### src/rtl/div_sequencer_if.sv
// Handshake bundle between the E-stage sequencing logic and the iterative divider.
interface div_sequencer_if #(parameter int XLEN = 64) ();
  logic            StartE;
  logic [5:0]      ALUControlE;
  logic [XLEN-1:0] SrcAE;
  logic [XLEN-1:0] SrcBE;
  logic            FlushE;
  logic            StallDivE;
  logic            DivDoneE;
  logic [XLEN-1:0] DivResultE;

  modport master (
    output StartE, ALUControlE, SrcAE, SrcBE, FlushE,
    input  StallDivE, DivDoneE, DivResultE
  );

  modport slave (
    input  StartE, ALUControlE, SrcAE, SrcBE, FlushE,
    output StallDivE, DivDoneE, DivResultE
  );
endinterface

### src/rtl/div_sequencer.sv
// Iterative radix-2 restoring divider for RV64M div/divu/rem/remu and their W forms.
// Stalls the front of the pipe while iterating and presents one result for the ALU mux.
module div_sequencer #(
  parameter int XLEN = 64
) (
  input  logic           clk,
  input  logic           reset,
  div_sequencer_if.slave bus
);

  typedef enum logic [1:0] {IDLE, CALC, FIXUP, DONE} state_t;

  state_t          state_r, state_n;
  logic [6:0]      cnt_r;
  logic [XLEN-1:0] rem_r, quo_r, dvs_r, result_r;
  logic            negq_r, negr_r, is_rem_r, is_w_r;

  logic            op_w_s, op_signed_s, op_rem_s;
  logic [4:0]      op_base_s;
  logic [XLEN-1:0] a_ext_s, b_ext_s, a_mag_s, b_mag_s, min_s;
  logic [XLEN-1:0] special_raw_s, special_res_s, quo_init_s;
  logic            sa_s, sb_s, div_zero_s, ovf_s;
  logic [XLEN:0]   rem_sh_s;
  logic [XLEN-1:0] rem_nxt_s, quo_nxt_s;
  logic [XLEN-1:0] quo_fix_s, rem_fix_s, fix_raw_s, fix_res_s;
  logic            stall_s, done_s;

  function automatic logic [XLEN-1:0] sext32(input logic [31:0] v);
    return {{(XLEN-32){v[31]}}, v};
  endfunction

  assign op_w_s      = bus.ALUControlE[5];
  assign op_base_s   = bus.ALUControlE[4:0];
  assign op_signed_s = (op_base_s == 5'd6) || (op_base_s == 5'd8);
  assign op_rem_s    = (op_base_s == 5'd8) || (op_base_s == 5'd9);

  // Operand extension, magnitudes and special-case detection at op width
  always_comb begin
    a_ext_s = bus.SrcAE;
    b_ext_s = bus.SrcBE;
    if (op_w_s) begin
      if (op_signed_s) begin
        a_ext_s = sext32(bus.SrcAE[31:0]);
        b_ext_s = sext32(bus.SrcBE[31:0]);
      end else begin
        a_ext_s = {{(XLEN-32){1'b0}}, bus.SrcAE[31:0]};
        b_ext_s = {{(XLEN-32){1'b0}}, bus.SrcBE[31:0]};
      end
    end else begin
      a_ext_s = bus.SrcAE;
      b_ext_s = bus.SrcBE;
    end
    sa_s       = op_signed_s & a_ext_s[XLEN-1];
    sb_s       = op_signed_s & b_ext_s[XLEN-1];
    a_mag_s    = sa_s ? ({XLEN{1'b0}} - a_ext_s) : a_ext_s;
    b_mag_s    = sb_s ? ({XLEN{1'b0}} - b_ext_s) : b_ext_s;
    min_s      = op_w_s ? sext32(32'h8000_0000) : {1'b1, {(XLEN-1){1'b0}}};
    div_zero_s = (b_ext_s == {XLEN{1'b0}});
    ovf_s      = op_signed_s && (a_ext_s == min_s) && (b_ext_s == {XLEN{1'b1}});
    if (div_zero_s) begin
      special_raw_s = op_rem_s ? a_ext_s : {XLEN{1'b1}};
    end else begin
      special_raw_s = op_rem_s ? {XLEN{1'b0}} : a_ext_s;
    end
    special_res_s = op_w_s ? sext32(special_raw_s[31:0]) : special_raw_s;
    // W dividends sit in the upper half so 32 shifts consume exactly their bits
    quo_init_s = op_w_s ? (a_mag_s << 7'd32) : a_mag_s;
  end

  // One restoring step plus the sign/width fix-up of the finished quotient/remainder
  always_comb begin
    rem_sh_s = {rem_r, quo_r[XLEN-1]};
    if (rem_sh_s >= {1'b0, dvs_r}) begin
      rem_nxt_s = rem_sh_s[XLEN-1:0] - dvs_r;
      quo_nxt_s = {quo_r[XLEN-2:0], 1'b1};
    end else begin
      rem_nxt_s = rem_sh_s[XLEN-1:0];
      quo_nxt_s = {quo_r[XLEN-2:0], 1'b0};
    end
    quo_fix_s = negq_r ? ({XLEN{1'b0}} - quo_r) : quo_r;
    rem_fix_s = negr_r ? ({XLEN{1'b0}} - rem_r) : rem_r;
    fix_raw_s = is_rem_r ? rem_fix_s : quo_fix_s;
    fix_res_s = is_w_r ? sext32(fix_raw_s[31:0]) : fix_raw_s;
  end

  // Next-state and handshake outputs; flush always wins
  always_comb begin
    state_n = state_r;
    stall_s = 1'b0;
    done_s  = 1'b0;
    case (state_r)
      IDLE: begin
        if (bus.StartE && !bus.FlushE) begin
          stall_s = 1'b1;
          state_n = (div_zero_s || ovf_s) ? DONE : CALC;
        end else begin
          state_n = IDLE;
        end
      end
      CALC: begin
        if (bus.FlushE) begin
          state_n = IDLE;
        end else begin
          stall_s = 1'b1;
          state_n = (cnt_r == 7'd1) ? FIXUP : CALC;
        end
      end
      FIXUP: begin
        if (bus.FlushE) begin
          state_n = IDLE;
        end else begin
          stall_s = 1'b1;
          state_n = DONE;
        end
      end
      DONE: begin
        state_n = IDLE;
        if (bus.FlushE) begin
          done_s = 1'b0;
        end else begin
          done_s = 1'b1;
        end
      end
      default: begin
        state_n = IDLE;
      end
    endcase
  end

  // State register
  always_ff @(posedge clk) begin
    if (reset) begin
      state_r <= IDLE;
    end else begin
      state_r <= state_n;
    end
  end

  // Operand capture, iteration registers and the held result
  always_ff @(posedge clk) begin
    if (reset) begin
      cnt_r    <= 7'd0;
      rem_r    <= {XLEN{1'b0}};
      quo_r    <= {XLEN{1'b0}};
      dvs_r    <= {XLEN{1'b0}};
      result_r <= {XLEN{1'b0}};
      negq_r   <= 1'b0;
      negr_r   <= 1'b0;
      is_rem_r <= 1'b0;
      is_w_r   <= 1'b0;
    end else begin
      case (state_r)
        IDLE: begin
          if (bus.StartE && !bus.FlushE) begin
            dvs_r    <= b_mag_s;
            quo_r    <= quo_init_s;
            rem_r    <= {XLEN{1'b0}};
            cnt_r    <= op_w_s ? 7'd32 : 7'(XLEN);
            negq_r   <= sa_s ^ sb_s;
            negr_r   <= sa_s;
            is_rem_r <= op_rem_s;
            is_w_r   <= op_w_s;
            if (div_zero_s || ovf_s) begin
              result_r <= special_res_s;
            end
          end
        end
        CALC: begin
          if (!bus.FlushE) begin
            rem_r <= rem_nxt_s;
            quo_r <= quo_nxt_s;
            cnt_r <= cnt_r - 7'd1;
          end
        end
        FIXUP: begin
          if (!bus.FlushE) begin
            result_r <= fix_res_s;
          end
        end
        default: begin
        end
      endcase
    end
  end

  assign bus.StallDivE  = stall_s;
  assign bus.DivDoneE   = done_s;
  assign bus.DivResultE = result_r;

endmodule
### src/flat_wrapper.sv
// flat-port wrapper written by rule: the top's interface ports become plain ports
module div_sequencer_flat 
#(
  parameter int XLEN = 64
)
  (clk, reset, bus_StartE, bus_ALUControlE, bus_SrcAE, bus_SrcBE, bus_FlushE, bus_StallDivE, bus_DivDoneE, bus_DivResultE);
  div_sequencer_if #(.XLEN(XLEN)) bus_i ();
  input  logic clk;
  input  logic reset;
  input wire logic [$bits(bus_i.StartE)-1:0] bus_StartE;
  input wire logic [$bits(bus_i.ALUControlE)-1:0] bus_ALUControlE;
  input wire logic [$bits(bus_i.SrcAE)-1:0] bus_SrcAE;
  input wire logic [$bits(bus_i.SrcBE)-1:0] bus_SrcBE;
  input wire logic [$bits(bus_i.FlushE)-1:0] bus_FlushE;
  output wire logic [$bits(bus_i.StallDivE)-1:0] bus_StallDivE;
  output wire logic [$bits(bus_i.DivDoneE)-1:0] bus_DivDoneE;
  output wire logic [$bits(bus_i.DivResultE)-1:0] bus_DivResultE;
  assign bus_i.StartE = bus_StartE;
  assign bus_i.ALUControlE = bus_ALUControlE;
  assign bus_i.SrcAE = bus_SrcAE;
  assign bus_i.SrcBE = bus_SrcBE;
  assign bus_i.FlushE = bus_FlushE;
  assign bus_StallDivE = bus_i.StallDivE;
  assign bus_DivDoneE = bus_i.DivDoneE;
  assign bus_DivResultE = bus_i.DivResultE;
  div_sequencer #(.XLEN(XLEN)) u_core (.clk(clk), .reset(reset), .bus(bus_i));
endmodule
### config.mk
export PLATFORM = sky130hd
export DESIGN_NAME = div_sequencer_flat
export DESIGN_NICKNAME = d
export VERILOG_FILES = /design/src/rtl/div_sequencer_if.sv /design/src/rtl/div_sequencer.sv /design/src/flat_wrapper.sv
export SDC_FILE = /design/constraint.sdc
export NUM_CORES = 1
export LEC_CHECK = 0
export BUFFER_PORTS_ARGS = -buffer_cell sky130_fd_sc_hd__buf_2
export CORE_UTILIZATION = 55
export CTS_CLUSTER_DIAMETER = 100
export DETAILED_ROUTE_END_ITERATION = 8
export PLACE_DENSITY = 0.84
export SLEW_MARGIN = 25
export SYNTH_ARGS = -nofsm -noshare
export SYNTH_HDL_FRONTEND = slang
export SYNTH_SLANG_ARGS = --single-unit
### constraint.sdc
create_clock -name clk -period 7.6 [get_ports clk]
set_clock_uncertainty 0.05 [all_clocks]
set_input_delay 0.76 -clock clk [delete_from_list [all_inputs] [get_ports clk]]
set_output_delay 0.76 -clock clk [all_outputs]
set_load 0.02 [all_outputs]
# After elaboration in Yosys (flattened, before gate mapping)
# Cells that the tools add are included.
[totals]
reg_bits = 269
elab_cells = 90
input_bits = 138
out_inout_bits = 66
[classes]
bitwise = 3
addsub = 6
n_reduce_logical = 15
n_mux = 42
magnitude_cmp = 1
eq_ne = 13
[ops]
columns = ["op", "n"]
rows = [
  ["64-bit 2-to-1 mux", 23],
  ["64-bit one-hot mux with 2 select lines", 3],
  ["1-bit by 64-bit subtractor with 64-bit output (first input constant)", 4],
  ["65-bit by 64-bit >= comparator with 1-bit output", 1],
  ["64-bit == test", 1],
  ["64-bit == test (second input constant)", 1],
  ["64-bit logical NOT", 1],
  ["64-bit subtractor", 1],
  ["63-bit 2-to-1 mux", 1],
  ["7-bit 2-to-1 mux", 3],
  ["7-bit one-hot mux with 2 select lines", 1],
  ["5-bit by 4-bit == test with 1-bit output (second input constant)", 2],
  ["2-bit 2-to-1 mux", 5],
  ["2-bit one-hot mux with 4 select lines", 1],
  ["7-bit by 1-bit == test with 1-bit output (second input constant)", 1],
  ["7-bit by 1-bit subtractor with 7-bit output (second input constant)", 1],
  ["5-bit by 3-bit == test with 1-bit output (second input constant)", 1],
  ["2-bit == test (second input constant)", 2],
  ["1-bit 2-to-1 mux", 4],
  ["2-bit by 1-bit != test with 1-bit output (second input constant)", 2],
  ["2-bit != test (second input constant)", 2],
  ["4-bit AND reduction", 1],
  ["2-bit nonzero test", 2],
  ["1-bit logical AND", 3],
  ["10 further kinds", 13],
]

# Logic depth before layout (Yosys ltp)
[depth]
ltp_word = 11
mapped_depth = 14
ltp_nobuf = 14

# Worst setup path after synthesis
# No wires, ideal clock.
[synth_path]
path_type = "input to register"
from = "input port bus_SrcAE[14]"
to = "register u_core.quo_r[61]"
path_slack_ns = 4.097
cell_stages = 9
t_required_ns = 7.464
arrival_ns = 3.367
path_buffers = 0
setup_ns = 0.086
cell_sequence = "or4_4 > or4_4 > nor4_2 > o2111ai_1 > o41ai_1 > xnor2_1 > nor2_1 > o311a_1 > a211oi_1"
[synth_between]
elab_chain_cells = 7
[synth_lines]
columns = ["item", "line", "rtl"]
rows = [
  ["start, declared", "flat_wrapper.sv:12", "input wire logic [$bits(bus_i.SrcAE)-1:0] bus_SrcAE;"],
  ["64-bit 2-to-1 mux", "div_sequencer.sv:42", "if (op_signed_s) begin"],
  ["64-bit 2-to-1 mux *", "div_sequencer.sv:41", "if (op_w_s) begin"],
  ["1-bit by 64-bit subtractor with 64-bit output *", "div_sequencer.sv:55", "a_mag_s = sa_s ? ({XLEN{1'b0}} - a_ext_s) : a_ext_s;"],
  ["64-bit 2-to-1 mux *", "div_sequencer.sv:55", ""],
  ["64-bit 2-to-1 mux *", "div_sequencer.sv:67", "quo_init_s = op_w_s ? (a_mag_s << 7'd32) : a_mag_s;"],
  ["64-bit 2-to-1 mux *", "div_sequencer.sv:154", "if (bus.StartE && !bus.FlushE) begin"],
  ["64-bit one-hot mux with 2 select lines *", "div_sequencer.sv:152", "case (state_r)"],
  ["end signal, assigned", "div_sequencer.sv:144", "quo_r <= {XLEN{1'b0}};"],
  ["end signal, assigned", "div_sequencer.sv:156", "quo_r <= quo_init_s;"],
  ["end signal, assigned", "div_sequencer.sv:171", "quo_r <= quo_nxt_s;"],
  ["end, declared", "div_sequencer.sv:15", "logic [XLEN-1:0] rem_r, quo_r, dvs_r, result_r;"],
]
# Mark *: on every way between the ends. The rest lies on a longest branch, timed or not. The select of a mux whose other input is x is not followed.
# A chain may end at the register's enable or synchronous reset.

# Final worst setup path
[layout_path]
from = "input port bus_ALUControlE[5]"
to = "register u_core.result_r[62] (netlist: u_core.bus.DivResultE[62])"
[layout_between]
elab_chain_cells = 7
elab_cells_between_ends = 18
classes_between = "eq/ne: 3; mux: 10; reduce/logical: 5"
[layout_lines]
columns = ["item", "line", "rtl"]
rows = [
  ["start, declared", "flat_wrapper.sv:11", "input wire logic [$bits(bus_i.ALUControlE)-1:0] bus_ALUControlE;"],
  ["64-bit 2-to-1 mux or 63-bit 2-to-1 mux (tied branches)", "div_sequencer.sv:41, div_sequencer.sv:57", ""],
  ["64-bit logical NOT, or another cell as far along", "div_sequencer.sv:58", "div_zero_s = (b_ext_s == {XLEN{1'b0}});"],
  ["64-bit 2-to-1 mux or 1-bit logical AND (tied branches)", "div_sequencer.sv:60, div_sequencer.sv:59", ""],
  ["64-bit 2-to-1 mux or 1-bit logical AND (tied branches)", "div_sequencer.sv:65, div_sequencer.sv:59", ""],
  ["64-bit 2-to-1 mux or 1-bit logical OR (tied branches)", "div_sequencer.sv:163", "if (div_zero_s || ovf_s) begin"],
  ["64-bit 2-to-1 mux or 2-bit by 1-bit != test with 1-bit output (tied branches)", "-", ""],
  ["64-bit one-hot mux with 2 select lines or 4-bit AND reduction (tied branches)", "-", ""],
  ["end signal, assigned", "div_sequencer.sv:146", "result_r <= {XLEN{1'b0}};"],
  ["end signal, assigned", "div_sequencer.sv:164", "result_r <= special_res_s;"],
  ["end signal, assigned", "div_sequencer.sv:177", "result_r <= fix_res_s;"],
  ["end, declared", "div_sequencer.sv:15", ""],
]
# Parallel ways exist; a longest one is shown, timed or not. The select of a mux whose other input is x is not followed.

==> flow_summary.ini <==
[floorplan]
ios = 204
die_h_um = 205
chipWidth_um = 205
die-area_mm2 = 0.0421
initial_utilization_pct = 55.7
rows = 74
core-area_mm2 = 0.0408

[power_and_ir_drop]
power_per_cell_area_mw_per_mm2 = 162
vdd_drop_max_uv = 157
p_leak_uw = 0.00967
p_total_uw = 4050

[routing]
dr_total_vias = 25723
wl_per_cell_um = 22.4
wl_mm = 84.8
drt-initial-drc-count = 3707
vias_per_cell = 6.78
firstDrtPassIters = 6
antenna_left = 0
drc_errors = 0

[global_routing]
grt_pass1_wl_mm = 129
antenna_found_initial = 2
grt_usage_pct = 39.0
grt_pass1_vias = 22522
grt_overflow_total = 0
grt_max_degree = 89

[setup_path]
crit_top_cell = buf_4
ff2ff_path_depth = 10
critPathMaxStageDelay_ns = 0.72
slowest_stage = nor4_1
cp-start-kind = input pin
worstSetupPathType = in2reg
crit_fanout = 57
path_buf_inv = 3
crit_cells = 12
path_cells = buf_2, buf_4, buf_4, nand2_1, o21ai_0, nand3_1, nor4_1, a31oi_1, o22a_1, nor2_4, o21ai_2, o31ai_1
required_ns = 8.01
cp.arrival_ns = 5.37
endpoint_kind = register
crit_family = compound AO/OA/AOI/OAI gates

[layout]
fillers = 3801
multi_input_comb_area_mm2 = 0.0161
layout.nets = 3454
drive_above_1_share_pct = 11.3
syn2layout_area_growth_pct = 9.96
seqCellArea_mm2 = 0.00539
design_area_mm2 = 0.0250

[synth]
synth_xor_area_share_pct = 11.1
synth-seq-area-share_pct = 23.7
synthAdderAreaFrac_pct = 4.37
synth_area_mm2 = 0.0227
syn_area_per_cell_um2 = 7.10
syn_inst = 3202
async_flop_share_pct = 0
synth.area.top_cells = dfxtp_1, xor2_1, o21ai_0
synth_ff_type = dfxtp_1
synthSimpleGateAreaFrac_pct = 23.8
synth_edf_count = 0
synthMuxAreaShare_pct = 1.24
synth_top_area_cell = dfxtp_1
synth_compound_area_share_pct = 29.9
syn-num-nets = 3418
synth-seq-cells = 269
synth_top_area_share_pct = 23.7
ys_warn_count = 0
synth_cell_types = 97
synth_top_family_by_area = compound AO/OA/AOI/OAI gates

[min_path]
hold_path.class = reg2reg
hold_depth = 2

[clock_network]
cts_buffers = 34
cts_hold_buf = 0
cts_resized = 0
insertion_delay_ns = 0.57
clkSlewWorstSetupHoldPaths_ns = 0.06
cts_tree = done
cts_max_path_buffers = 3
cts_setup_buffers = 0
clockRootBuffer = clkbuf_16
cts.sinks = 269
htreeDepth = 2

[sta]
worst_pin_slew_ns = 1.06
finalHoldViolCount = 0
rsz0062_at_grt = no
period_share_pct = 65.2
slew_headroom_pct = 29.3
setup_tns_ns = 0
finalSetupViolCount = 0
layout_min_cycle_time_ns = 4.96
worst_hold_slack_ns = 0.389
drv_slew = 0
fmax_mhz = 202

[run]
cap_violations = 0

[placement]
io_buffers = 203
dpl_cell_area_mm2 = 0.0238
dp_hpwl_mm = 62.6
place.gp.congestion = 1.01

[run_status]
status = completed
## registers in the layout (all words and copies together), names as in the netlist
register,flops
u_core.state_r,2
u_core.quo_r,64
u_core.rem_r,64
u_core.dvs_r,64
u_core.is_rem_r,1
u_core.is_w_r,1
u_core.negq_r,1
u_core.cnt_r,7
u_core.negr_r,1
u_core.bus.DivResultE,64
## final timing paths
path                                          start                                endpoint  slack [ns]
min reg2reg  u_core.bus.DivResultE[38]$_SDFFE_PP0P_  u_core.bus.DivResultE[38]$_SDFFE_PP0P_        0.39
min          u_core.bus.DivResultE[38]$_SDFFE_PP0P_  u_core.bus.DivResultE[38]$_SDFFE_PP0P_        0.39
max reg2reg            u_core.rem_r[0]$_SDFFE_PP0P_  u_core.bus.DivResultE[45]$_SDFFE_PP0P_        3.10
max                              bus_ALUControlE[5]  u_core.bus.DivResultE[62]$_SDFFE_PP0P_        2.64
## where the power goes
| group | internal (µW) | switching [µW] |
|---|---|---|
| Combinational | 264 | 513 |
| Clock | 1050 | 711 |
| Sequential | 1460 | 56.6 |
| Total | 2770 | 1280 |
## layout make-up
cell class / count / area share [%]
multi-input cells: 2586 / 64.3
diodes: 2 / 0.0200
clock inverters: 17 / 0.846
clock buffers: 43 / 3.90
flip-flops and latches: 269 / 21.6
repair buffers: 235 / 5.05
inverters: 112 / 1.68
well taps: 532 / 2.66
## worst reg2reg max path: stages, from the launching register on
cell,delay [ns]
dfxtp_1,0.39
or2_2,0.37
nor4_1,0.65
nand4_1,0.51
o31ai_1,0.39
xor2_1,0.22
mux2i_1,0.16
nand2_1,0.15
nand2_1,0.62
a221oi_1,0.70
o31ai_1,0.16
## layout by cell type, fill, tap and decap left out, types with 32 or more instances in the layout
cell / netlist / routed
nand2_1: 349 / 349
nor2_1: 347 / 342
o21ai_0: 280 / 280
a21oi_1: 269 / 268
dfxtp_1: 269 / 266
buf_2: 15 / 202
xor2_1: 161 / 161
xnor2_1: 127 / 127
inv_1: 112 / 111
nor3_1: 109 / 109
a211oi_1: 82 / 82
ha_1: 77 / 75
o31ai_1: 64 / 64
nand3_1: 44 / 44
o211ai_1: 42 / 42
nand4_1: 42 / 42
nor4_1: 36 / 36
clkbuf_16: 0 / 35
buf_4: 2 / 32
## synth_stat cells (all sizes together), types with 31 or more instances
cell and count:
xnor2 127, nor4 43, a211oi 82, ha 77, nand2 349, nor3 110, nor2 348, o21ai 294
o22ai 31, clkbuf 203, o211ai 42, inv 112, or4 37, dfxtp 269, nand3 45, buf 32
o41ai 32, nand4 42, o31ai 67, a21oi 270, xor2 161
## per-stage QoR
step	utilization (%)	setup slack, ns	instances
final	61.2	2.64	3796
after global routing	61.2	2.55	3795
after CTS	61.2	2.87	3794
after detailed placement	58.3	2.31	3734
after global placement	58.3	2.37	3734
after floorplan	-	4.10	3202
## kinds of logic after synthesis
group / count (synthesis)
flip-flops: 269
buffers and inverters: 347
multiplexers: 28
AND/OR/NAND/NOR: 1129
adder cells (fa/ha/maj): 79
XOR/XNOR: 288
AO/OA/AOI/OAI: 1062
## routing by layer
layer	wire length (µm)	up-vias	part of all wire, %	global-route usage (%)
met3	9650	302	11	7.38
met4	4580	2	5.4	18.4
li1	-	11722	-	-
met2	35800	1703	42	59.0
met5	8	-	0.0094	0
met1	34800	11994	41	53.2
No activity file was read; power rests on OpenSTA's default activity.
